$ cat src/rtl/hbs_pkg.sv
// Shared types, constants and elaboration helpers for the pipelined high-bit search.
// Optional low-bit search mode is enabled with the HBS_LOW_BIT_EN macro.
package hbs_pkg;

  localparam logic HBS_MODE_HIGH = 1'b0;
  localparam logic HBS_MODE_LOW  = 1'b1;

  // Widest index any supported configuration carries (64K-bit words).
  localparam int unsigned HBS_MAX_IDX_WIDTH = 16;

  function automatic int unsigned hbs_clog2(input int unsigned value);
    int unsigned result;
    int unsigned span;
    result = 0;
    span   = 1;
    while (span < value) begin
      span   = span << 1;
      result = result + 1;
    end
    return result;
  endfunction

  // A node produced after `level` merges locates its bit within 2**level leaves.
  function automatic int unsigned hbs_idx_width(input int unsigned level);
    return level;
  endfunction

  function automatic int unsigned hbs_node_width(input int unsigned level);
    return 1 + hbs_idx_width(level);
  endfunction

  // Widest view of a tree node; per-level storage uses hbs_node_width(level) bits.
  typedef struct packed {
    logic                         found;
    logic [HBS_MAX_IDX_WIDTH-1:0] idx;
  } hbs_node_t;

endpackage

$ cat src/rtl/hbs_merge_node.sv
// Combinational merge of two adjacent search-tree nodes into their parent.
// With HBS_LOW_BIT_EN defined a per-word mode input selects lowest-set-bit priority.
module hbs_merge_node
  import hbs_pkg::*;
#(
  parameter int unsigned ChildIdxWidth = 0,
  localparam int unsigned PortWidth = (ChildIdxWidth == 0) ? 1 : ChildIdxWidth
) (
  input  logic                   lo_found_i,
  input  logic [PortWidth-1:0]   lo_idx_i,
  input  logic                   hi_found_i,
  input  logic [PortWidth-1:0]   hi_idx_i,
`ifdef HBS_LOW_BIT_EN
  input  logic                   mode_i,
`endif
  output logic                   found_o,
  output logic [ChildIdxWidth:0] idx_o
);

  logic take_hi;

`ifdef HBS_LOW_BIT_EN
  // Low mode only picks the high half when the low half is empty, so a zero word stays at 0.
  assign take_hi = (mode_i == HBS_MODE_LOW) ? (hi_found_i & ~lo_found_i) : hi_found_i;
`else
  assign take_hi = hi_found_i;
`endif

  assign found_o = lo_found_i | hi_found_i;

  if (ChildIdxWidth == 0) begin : g_leaf
    // Leaves carry no index bits; the one-bit dummy index ports are intentionally ignored.
    logic unused_idx;
    assign unused_idx = ^{lo_idx_i, hi_idx_i};
    assign idx_o      = take_hi;
  end else begin : g_inner
    assign idx_o = take_hi ? {1'b1, hi_idx_i} : {1'b0, lo_idx_i};
  end

endmodule

$ cat src/rtl/high_bit_search_pipe.sv
// Streaming most-significant-set-bit search: log2-depth merge tree, one register per level,
// bubble-collapsing valid/ready flow control. HBS_LOW_BIT_EN adds a per-word in_mode port.
module high_bit_search_pipe
  import hbs_pkg::*;
#(
  parameter int unsigned INPUT_WIDTH = 8,
  parameter int unsigned TAG_WIDTH   = 4,
  localparam int unsigned IDX_WIDTH  = hbs_clog2(INPUT_WIDTH)
) (
  input  logic                   clk,
  input  logic                   rst,
  input  logic                   in_valid,
  output logic                   in_ready,
  input  logic [INPUT_WIDTH-1:0] in_data,
  input  logic [TAG_WIDTH-1:0]   in_tag,
`ifdef HBS_LOW_BIT_EN
  input  logic                   in_mode,
`endif
  output logic                   out_valid,
  input  logic                   out_ready,
  output logic [IDX_WIDTH-1:0]   out_index,
  output logic                   out_found,
  output logic [TAG_WIDTH-1:0]   out_tag
);

  localparam int unsigned LEVELS    = IDX_WIDTH;
  localparam int unsigned PAD_WIDTH = 1 << IDX_WIDTH;

  logic [LEVELS-1:0]    stage_valid_q, stage_valid_d;
  logic [LEVELS-1:0]    stage_load;
  logic [LEVELS-1:0]    upstream_valid;
  logic [PAD_WIDTH-1:0] pad_data;

  // Padding sits above the real MSB and is zero, so it can never win the search.
  assign pad_data = PAD_WIDTH'(in_data);

  // Load chain runs from the output back to the input, so in_ready sees out_ready directly.
  always_comb begin
    stage_load = '0;
    stage_load[LEVELS-1] = out_ready | ~stage_valid_q[LEVELS-1];
    for (int k = int'(LEVELS) - 2; k >= 0; k--) begin
      stage_load[k] = ~stage_valid_q[k] | stage_load[k+1];
    end
  end

  assign upstream_valid = LEVELS'({stage_valid_q, in_valid});
  assign stage_valid_d  = (stage_load & upstream_valid) | (~stage_load & stage_valid_q);
  assign in_ready       = stage_load[0];

  always_ff @(posedge clk) begin
    if (rst) begin
      stage_valid_q <= '0;
    end else begin
      stage_valid_q <= stage_valid_d;
    end
  end

  for (genvar l = 0; l < LEVELS; l++) begin : g_level
    localparam int unsigned Nodes      = PAD_WIDTH >> (l + 1);
    localparam int unsigned ChildW     = hbs_idx_width(l);
    localparam int unsigned ChildPortW = (ChildW == 0) ? 1 : ChildW;
    localparam int unsigned NodeW      = hbs_idx_width(l + 1);

    logic [2*Nodes-1:0]            child_found;
    logic [2*Nodes*ChildPortW-1:0] child_idx;
    logic [TAG_WIDTH-1:0]          child_tag;
    logic [Nodes-1:0]              found_d, found_q;
    logic [Nodes*NodeW-1:0]        idx_d, idx_q;
    logic [TAG_WIDTH-1:0]          tag_q;
    logic                          load_data;
`ifdef HBS_LOW_BIT_EN
    logic                          child_mode, mode_q;
`endif

    if (l == 0) begin : g_src_input
      assign child_found = pad_data;
      assign child_idx   = '0;
      assign child_tag   = in_tag;
`ifdef HBS_LOW_BIT_EN
      assign child_mode  = in_mode;
`endif
    end else begin : g_src_stage
      assign child_found = g_level[l-1].found_q;
      assign child_idx   = g_level[l-1].idx_q;
      assign child_tag   = g_level[l-1].tag_q;
`ifdef HBS_LOW_BIT_EN
      assign child_mode  = g_level[l-1].mode_q;
`endif
    end

    for (genvar n = 0; n < Nodes; n++) begin : g_node
      hbs_merge_node #(
        .ChildIdxWidth(ChildW)
      ) u_merge (
        .lo_found_i(child_found[2*n]),
        .lo_idx_i  (child_idx[2*n*ChildPortW +: ChildPortW]),
        .hi_found_i(child_found[2*n+1]),
        .hi_idx_i  (child_idx[(2*n+1)*ChildPortW +: ChildPortW]),
`ifdef HBS_LOW_BIT_EN
        .mode_i    (child_mode),
`endif
        .found_o   (found_d[n]),
        .idx_o     (idx_d[n*NodeW +: NodeW])
      );
    end

    // Bubbles advance only the valid bit; payload registers keep their last word.
    assign load_data = stage_load[l] & upstream_valid[l];

    always_ff @(posedge clk) begin
      if (rst) begin
        found_q <= '0;
        idx_q   <= '0;
        tag_q   <= '0;
`ifdef HBS_LOW_BIT_EN
        mode_q  <= HBS_MODE_HIGH;
`endif
      end else if (load_data) begin
        found_q <= found_d;
        idx_q   <= idx_d;
        tag_q   <= child_tag;
`ifdef HBS_LOW_BIT_EN
        mode_q  <= child_mode;
`endif
      end
    end
  end

  assign out_valid = stage_valid_q[LEVELS-1];
  assign out_found = g_level[LEVELS-1].found_q;
  assign out_index = g_level[LEVELS-1].idx_q;
  assign out_tag   = g_level[LEVELS-1].tag_q;

endmodule

$ cat config.mk
export PLATFORM = sky130hd
export DESIGN_NAME = high_bit_search_pipe
export DESIGN_NICKNAME = d
export VERILOG_FILES = /design/src/rtl/hbs_pkg.sv /design/src/rtl/hbs_merge_node.sv /design/src/rtl/high_bit_search_pipe.sv
export SDC_FILE = /design/constraint.sdc
export NUM_CORES = 1
export LEC_CHECK = 0
export ABC_AREA = 1
export CORE_UTILIZATION = 50
export DETAILED_ROUTE_END_ITERATION = 10
export GPL_TIMING_DRIVEN = 0
export PLACE_DENSITY = 0.84
export SLEW_MARGIN = 20
export SYNTH_ARGS = -nofsm -noshare
export SYNTH_HDL_FRONTEND = slang
export SYNTH_SLANG_ARGS = --single-unit
$ cat constraint.sdc
create_clock -name clk -period 2.9 [get_ports clk]
set_clock_uncertainty 0.1 [all_clocks]
set_input_delay 0.435 -clock clk [delete_from_list [all_inputs] [get_ports clk]]
set_output_delay 0.435 -clock clk [all_outputs]
set_load 0.02 [all_outputs]
; ---- After elaboration in Yosys (flattened, before gate mapping)
; Cells that the tools add are included.
[word_totals]
reg_bits = 33
latchBits = 0
in_bits = 16
romBits = 0
wordCells = 33
ramBits = 0
mem_count = 0
out_inout_bits = 10
[op_classes]
n_eq_ne = 0
n_addsub = 0
n_reduce_logical = 0
multipliers = 0
n_shift = 0
n_bitwise = 20
n_mux = 3
magnitude_cmp = 0
div = 0
[ops]
columns = operator, n
row1 = $or A1 B1 Y1, 10
row2 = $and A3 B3 Y3, 2
row3 = $mux W2, 2
row4 = $and A1 B1 Y1, 3
row5 = $mux W3, 1
row6 = $not A1 Y1, 3
row7 = $not A3 Y3, 1
row8 = $or A3 B3 Y3, 1

; ---- Depth between registers and ports, before layout
; Gate-level depths: netlist of the first run.
[logic_depth]
ltp_word = 7
depth_mapped = 6

; ---- Hierarchy
; From an unflattened synthesis of the first run, not the netlist that was laid out.
[unflattened]
hier_cells = 207
area_unflattened_um2 = 1447.6
[modules_own_cells]
columns = mod, n_inst, cells_per_inst, area_each_um2, seq_area_each_um2
row1 = high_bit_search_pipe, 1, 170, 1275.0, 660.6
row2 = hbs_merge_node at g_level[0].g_node[0].u_merge ..., 4, 4, 18.8, 0.0
row3 = hbs_merge_node at g_level[1].g_node[0].u_merge ..., 2, 6, 28.8, 0.0
row4 = hbs_merge_node at g_level[2].g_node[0].u_merge, 1, 9, 40.0, 0.0

; ---- Worst setup path before layout of the first run
; No wires, ideal clock.
[synth_timing]
path_kind = register -> output
from = reg with a tool-made name
to = out in_ready
path_buffers = 1
arrival_ns = 0.968
required_time_ns = 2.365
path_stages_with_launch = 3
path_slack_ns = 1.397
path_cell_list = dfxtp_1 > nand4_2 > buf_4
[synth_rtl]
columns = element, line_no
row1 = "end, declared", high_bit_search_pipe.sv:13  ; output logic in_ready,

; ---- Worst setup path after layout of the first run
[layout_timing]
from = in out_ready
to = out in_ready
[layout_via]
elab_chain_cells = 3
[layout_rtl]
columns = element, line_no
row1 = "start, declared", high_bit_search_pipe.sv:20  ; input logic out_ready,
row2 = $or A1 B1 Y1, high_bit_search_pipe.sv:40  ; stage_load[LEVELS-1] = out_ready | ~stage_valid_q[LEVELS-1];
row3 = $or A1 B1 Y1 (2 in series), high_bit_search_pipe.sv:42  ; stage_load[k] = ~stage_valid_q[k] | stage_load[k+1];
; Every way passes these cells.

==> results of run 1 <==
-- layout make-up --
class | instances | share of cell area
inverter | 10 | 0.0227
timing repair buffer | 24 | 0.145
multi-input combinational | 129 | 0.347
clock inverter | 1 | 0.00303
clock buffer | 7 | 0.0393
tap | 30 | 0.0227
buffer | 7 | 0.0204
sequential | 33 | 0.399
-- cell families (layout without fill, tap and decap cells) --
family | count (synthesis) | count (layout) | synth area share
and+or+nand+nor | 102 | 102 | 0.336
DFF | 33 | 33 | 0.506
AOI/OAI and AO/OA | 27 | 27 | 0.103
buffers and inverters | 17 | 49 | 0.0546
-- metrics by stage --
step	setup WS [ps]	utilization	cells	power [mW]	hold WS, ps
finish	335	0.668	241	0.908	379
global route	252	0.668	241	0.952	383
CTS	343	0.668	241	0.908	376
detailed placement	348	0.639	233	0.627	365
global placement	389	0.639	233	0.621	357
floorplan	1400	-	179	0.579	345
-- worst max-delay path by stage --
stage	depth (start not counted)	end	slack [ps]
finish	5	in_ready	330
global route	5	in_ready	250
global placement	5	in_ready	390
floorplan	2	in_ready	1400
detailed placement	5	in_ready	350
CTS	5	in_ready	340
-- cell usage in the layout, fill, tap and decap left out, types with 2 or more instances in the layout --
| master | synthesis | layout |
|---|---|---|
| nor2_1 | 49 | 49 |
| nand2_1 | 35 | 35 |
| dfxtp_1 | 33 | 33 |
| clkdlybuf4s50_1 | 0 | 24 |
| o21ai_0 | 16 | 16 |
| a21oi_1 | 11 | 11 |
| inv_1 | 10 | 10 |
| nand3b_1 | 8 | 8 |
| clkbuf_4 | 0 | 5 |
| or2_2 | 4 | 4 |
| buf_2 | 3 | 3 |
| clkbuf_1 | 3 | 3 |
| nor3_1 | 3 | 3 |
| clkbuf_8 | 0 | 2 |
-- metal layers --
metal,global-route usage,vias to the layer above,share of wire
li1,-,630,-
met1,0.212,490,0.43
met2,0.388,31,0.50
met3,0.0603,7,0.053
met4,0.105,0,0.019
met5,0,-,0
-- critical path: cells and delay by family --
| family | cells | cell delay, ps |
|---|---|---|
| simple gates | 1 | 250 |
| buf+inv | 4 | 1350 |
-- flip-flops by register name, summed over array words and instances (netlist names), named ones only --
name	flops
g_level.idx_q	8
out_found	1
out_tag	4
g_level.tag_q	8
out_index	3
g_level.found_q	6
-- power groups by stage --
stage	Clock, mW	Sequential [mW]	Combinational [mW]
3_3_place_gp	0	0.507	0.114
4_1_cts	0.291	0.499	0.118
6_report	0.291	0.499	0.118
5_1_grt	0.316	0.503	0.133
3_5_place_dp	0	0.509	0.118
2_1_floorplan	0	0.513	0.0658
==> impl_results.md, run 1 <==
- Top cells by count, synth: 49 x nor2_1, 35 x nand2_1, 33 x dfxtp_1
- Initial Utilization: 0.527
- Core Area: 2480 um^2
- CP Max Fanout: 10
- Most area-consuming cells after synthesis: dfxtp_1 51%, nor2_1 14%, nand2_1 10%, o21ai_0 6.1%, nand3b_1 4.6%
- HPWL after detailed placement: between 1500 and 2000 um
- P_leak: 0.737 nW
- Min cycle time layout: between 2000 and 3000 ps
- FFs w/ async S/R, synth: 0
- Final hold viol count: 0
- Synth top area share: 0.506
- Die area: 2820 um^2
- Clk buf depth: 2
- CTS HTree Levels: 2
- Filler instances: roughly 240
- Dominant cell type by area after synthesis: dfxtp_1
- Fin area: roughly 1700 um^2
- Die X: roughly 53 um
- Cts hold-fix bufs: 0
- Status: completed
- Routed vias: around 1,200
- Post-Route WL: around 2600 um
- Synth Flop Type: dfxtp_1
- Setup CP Type: in2out
- Switching fraction of total power: 0.251
- Via/cell ratio: between 4 and 5
- Yosys warning total: 0
- Peak supply drop: 0.408 mV
- Worst EP required: 2370 ps
- Most common cell in the netlist: nor2_1
- Max_slew headroom: 0.700
- DR WL/cell: about 11 um
- Flop2flop setup slack: between 1500 and 2000 ps
- IO Count: 26
- Critical path's largest stage delay: 550 ps
- Synth-to-Final Area Change: 26.6%
- Seq/Total Area, Yosys: 0.506
- Initial antenna violation count: 0
- CP Data Arrival Time: between 2000 and 2500 ps
- Rows: 18
- Global-route wire length before repair: just over 4000 um
- Initial DRC count: 26
- Flops & latches, synth: 33
- Multi-input logic area: between 500 and 600 um^2
- Pwr/cell area: 549 nW/um^2
- Congestion Overflow GR: 0
- Net count after synthesis: roughly 200
- Gate Count Post-Synth: about 180
- Post-synthesis cell area: around 1300 um^2
- Die H: around 53 um
- Crit start category: input port
- Cell Chain, Critical Path: clkdlybuf4s50_1 > inv_1 > nand4_2 > buf_4 > clkdlybuf4s50_1
- CTS sink cnt: 33
- Comb pwr share: 0.130
- Post-route ant nets: 0
- Instance area at placement: ~1600 um^2
- Hold Path Origin: in_valid
- Post-cts resize count: 0
- Clock Root Buffer: clkbuf_4
- Unrepaired setup endpoints after global routing: false
- Clock share of power: 0.321
- GPL Wtd Cong: 0.796
- Pins Over Slew Limit: 0
- Max-cap viol count: 0
- Final worst-path cycle share: 0.885
- Hold Path Sink: g_level[0].tag_q[2]$_SDFFE_PP0P_
- Crit-path slowest cell: clkdlybuf4s50_1
- Drt drc: 0
- Drt first pass iters: 4
- Diode count: 0
- P_sw: between 200 and 250 uW
- Post-synth EDFFs: 0
- Register Area: 661 um^2
- Fraction of layout cells with a size suffix above 1: 0.0853
- R2r endpoint: g_level[0].idx_q[2]$_SDFFE_PP0P_
- Post-route setup TNS: 0 ps
- Clock slew at reported path FFs: around 100 ps
- Post-Syn Area per Cell: between 7 and 8 um^2
- Worst Setup End Kind: primary output
- Worst-Margin Slew: between 400 and 500 ps
- Largest net degree at the start of global routing: 11
- Global Route Usage Sum: 0.210
- Clk_lat worst skew: 330 ps
- Post-synth cell types: 15
- Crit path launch: out_ready
- Vias in the first global route: 1,014
- Nets@finish: ~230
- CP most frequent cell: clkdlybuf4s50_1
- R2r worst-path depth: 4
- Final setup vio count: 0
- Total setup buffers inserted after CTS: 0
- HP Class: in2reg
- Fmax: between 300 and 400 MHz
- Sequential Power Share: 0.549
- CTS tree: yes
- PortBufs: 24
- Inserted Clock Buffers: 5
- Hold depth: 4
- Int Pwr: roughly 680 uW
No activity file was read; power rests on OpenSTA's default activity.
==> run 2: changes to the inputs <==
--- a/config.mk
+++ b/config.mk
@@ -7,6 +7,7 @@
 export LEC_CHECK = 0
 export ABC_AREA = 1
 export CORE_UTILIZATION = 50
+export CTS_CLUSTER_DIAMETER = 150
 export DETAILED_ROUTE_END_ITERATION = 10
 export GPL_TIMING_DRIVEN = 0
 export PLACE_DENSITY = 0.84
==> results of run 2 <==
The final DEF is identical to that of run 1; final timing and power are the same.
==> run 3: changes to the inputs <==
==> constraint.sdc (replaced) <==
create_clock -name clk -period 2.9 [get_ports clk]
set_clock_uncertainty 0.1 [all_clocks]
set_input_delay 0.58 -clock clk [delete_from_list [all_inputs] [get_ports clk]]
set_output_delay 0.58 -clock clk [all_outputs]
set_load 0.02 [all_outputs]
==> impl_results.md, run 3 (same netlist as run 1, synthesis figures left out) <==
- Hold Path Origin: out_tag[0]$_SDFFE_PP0P_
- Final worst slack: 113 ps
- IO Count: 26
- Crit start category: input port
- Initial Utilization: 0.527
- Initial antenna violation count: 0
- CTS HTree Levels: 2
- CTS tree: yes
- Fmax: ~360 MHz
- Die X: ~53 um
- Inserted Clock Buffers: 5
- Post-Route WL: around 2600 um
- Total setup buffers inserted after CTS: 0
- Die H: 53.1 um
- DR WL/cell: 10.9 um
- Largest registers: g_level.idx_q (8), g_level.tag_q (8), g_level.found_q (6)
- Post-route ant nets: 0
- Final worst-path cycle share: 0.961
- Worst Setup End Kind: primary output
- Clk_lat worst skew: between 300 and 400 ps
- Clock Root Buffer: clkbuf_4
- Fin area: about 1700 um^2
- Post-cts resize count: 0
- Final instance count without filler cells: approximately 240
- Status: completed
- Setup CP Type: in2out
- Commonest cells after routing, fill and taps aside: 49 x nor2_1, 35 x nand2_1, 33 x dfxtp_1
- P_leak: around 0.73 nW
- Fraction of layout cells with a size suffix above 1: 0.0853
- HP Class: reg2reg
- Cts hold-fix bufs: 0
- Final hold viol count: 0
- Filler instances: ~230
- Nets@finish: about 230
- R2r worst-path depth: 5
- CP Data Arrival Time: ~2100 ps
- Max_slew headroom: 0.700
- Largest net degree at the start of global routing: 11
- Synth-to-Final Area Change: 27.3%
- Pins Over Slew Limit: 0
- Flop2flop setup slack: 1510 ps
- Clk buf depth: 2
- Hold Slack: slightly below 400 ps
- Crit path launch: out_ready
- Pwr Total: around 910 uW
- Vias in the first global route: 1,014
- Drt drc: 0
- Global-route wire length before repair: approximately 4100 um
- Die area: about 2800 um^2
- PortBufs: 24
- Pwr/cell area: roughly 550 nW/um^2
- Min cycle time layout: about 2800 ps
- Commonest non-fill, non-tap cell in the layout: nor2_1
- Via/cell ratio: about 4.9
- Worst-Margin Slew: between 400 and 500 ps
- Final Core Density: 0.671
- Instance area at placement: between 1500 and 2000 um^2
- Clock slew at reported path FFs: about 90 ps
- Rows: 18
- Peak supply drop: approximately 0.40 mV
- Pre-CTS setup slack: between 50 and 60 ps
- Final setup vio count: 0
- Diode count: 0
- Max-cap viol count: 0
- Core Area: between 2000 and 2500 um^2
- Congestion Overflow GR: 0
- Initial DRC count: 19
- CTS sink cnt: 33
- CP Max Fanout: 10
- R2r endpoint: out_found$_SDFFE_PP0P_
- Global Route Usage Sum: 0.210
- GPL Wtd Cong: slightly below 0.8
- Drt first pass iters: 6
- Unrepaired setup endpoints after global routing: false
- Hold depth: 2
- Routed vias: 1,184
- HPWL after detailed placement: approximately 1900 um
- Hold Path Sink: out_tag[0]$_SDFFE_PP0P_
- Post-route setup TNS: 0 ps
- Worst EP required: ~2200 ps
- DP Cell Count: between 200 and 250
## run 3: changes by cell type in the layout (fill, tap and decap cells not counted)
| cell | before | now |
|---|---|---|
| nand4_2 | 1 | 0 |
| nand4_4 | 0 | 1 |
## run 3: critical path, cell delays in order
cell             delay (ps)
clkdlybuf4s50_1         460
inv_1                   100
nand4_4                 140
buf_4                   200
clkdlybuf4s50_1         620
## run 3: cell type report
cell class	instances	area (um^2)	area share
inverters	10	37.5	0.0226
well taps	30	37.5	0.0226
clock buffers	7	65.1	0.0391
repair buffers	24	240	0.144
multi-input cells	129	583	0.351
flip-flops and latches	33	661	0.397
clock inverters	1	5.00	0.00301
plain buffers	7	33.8	0.0203
## run 3: how the worst max path moves through the flow
| stage | endpoint | depth (start not counted) |
|---|---|---|
| after detailed placement | in_ready | 5 |
| after global placement | in_ready | 5 |
| after floorplan | in_ready | 3 |
| after CTS | in_ready | 5 |
| after global routing | in_ready | 5 |
| final | in_ready | 5 |
## run 3: metal layers
layer	vias up	part of all wire	global-route usage
met5	-	0	0
met4	0	0.018	0.105
met3	6	0.055	0.0603
met2	41	0.51	0.388
met1	506	0.41	0.212
li1	631	-	-
## run 3: where the power goes
group	switching, mW	internal (mW)
sequential	0.0181	0.482
clock	0.151	0.140
combinational	0.0609	0.0577
total	0.230	0.680
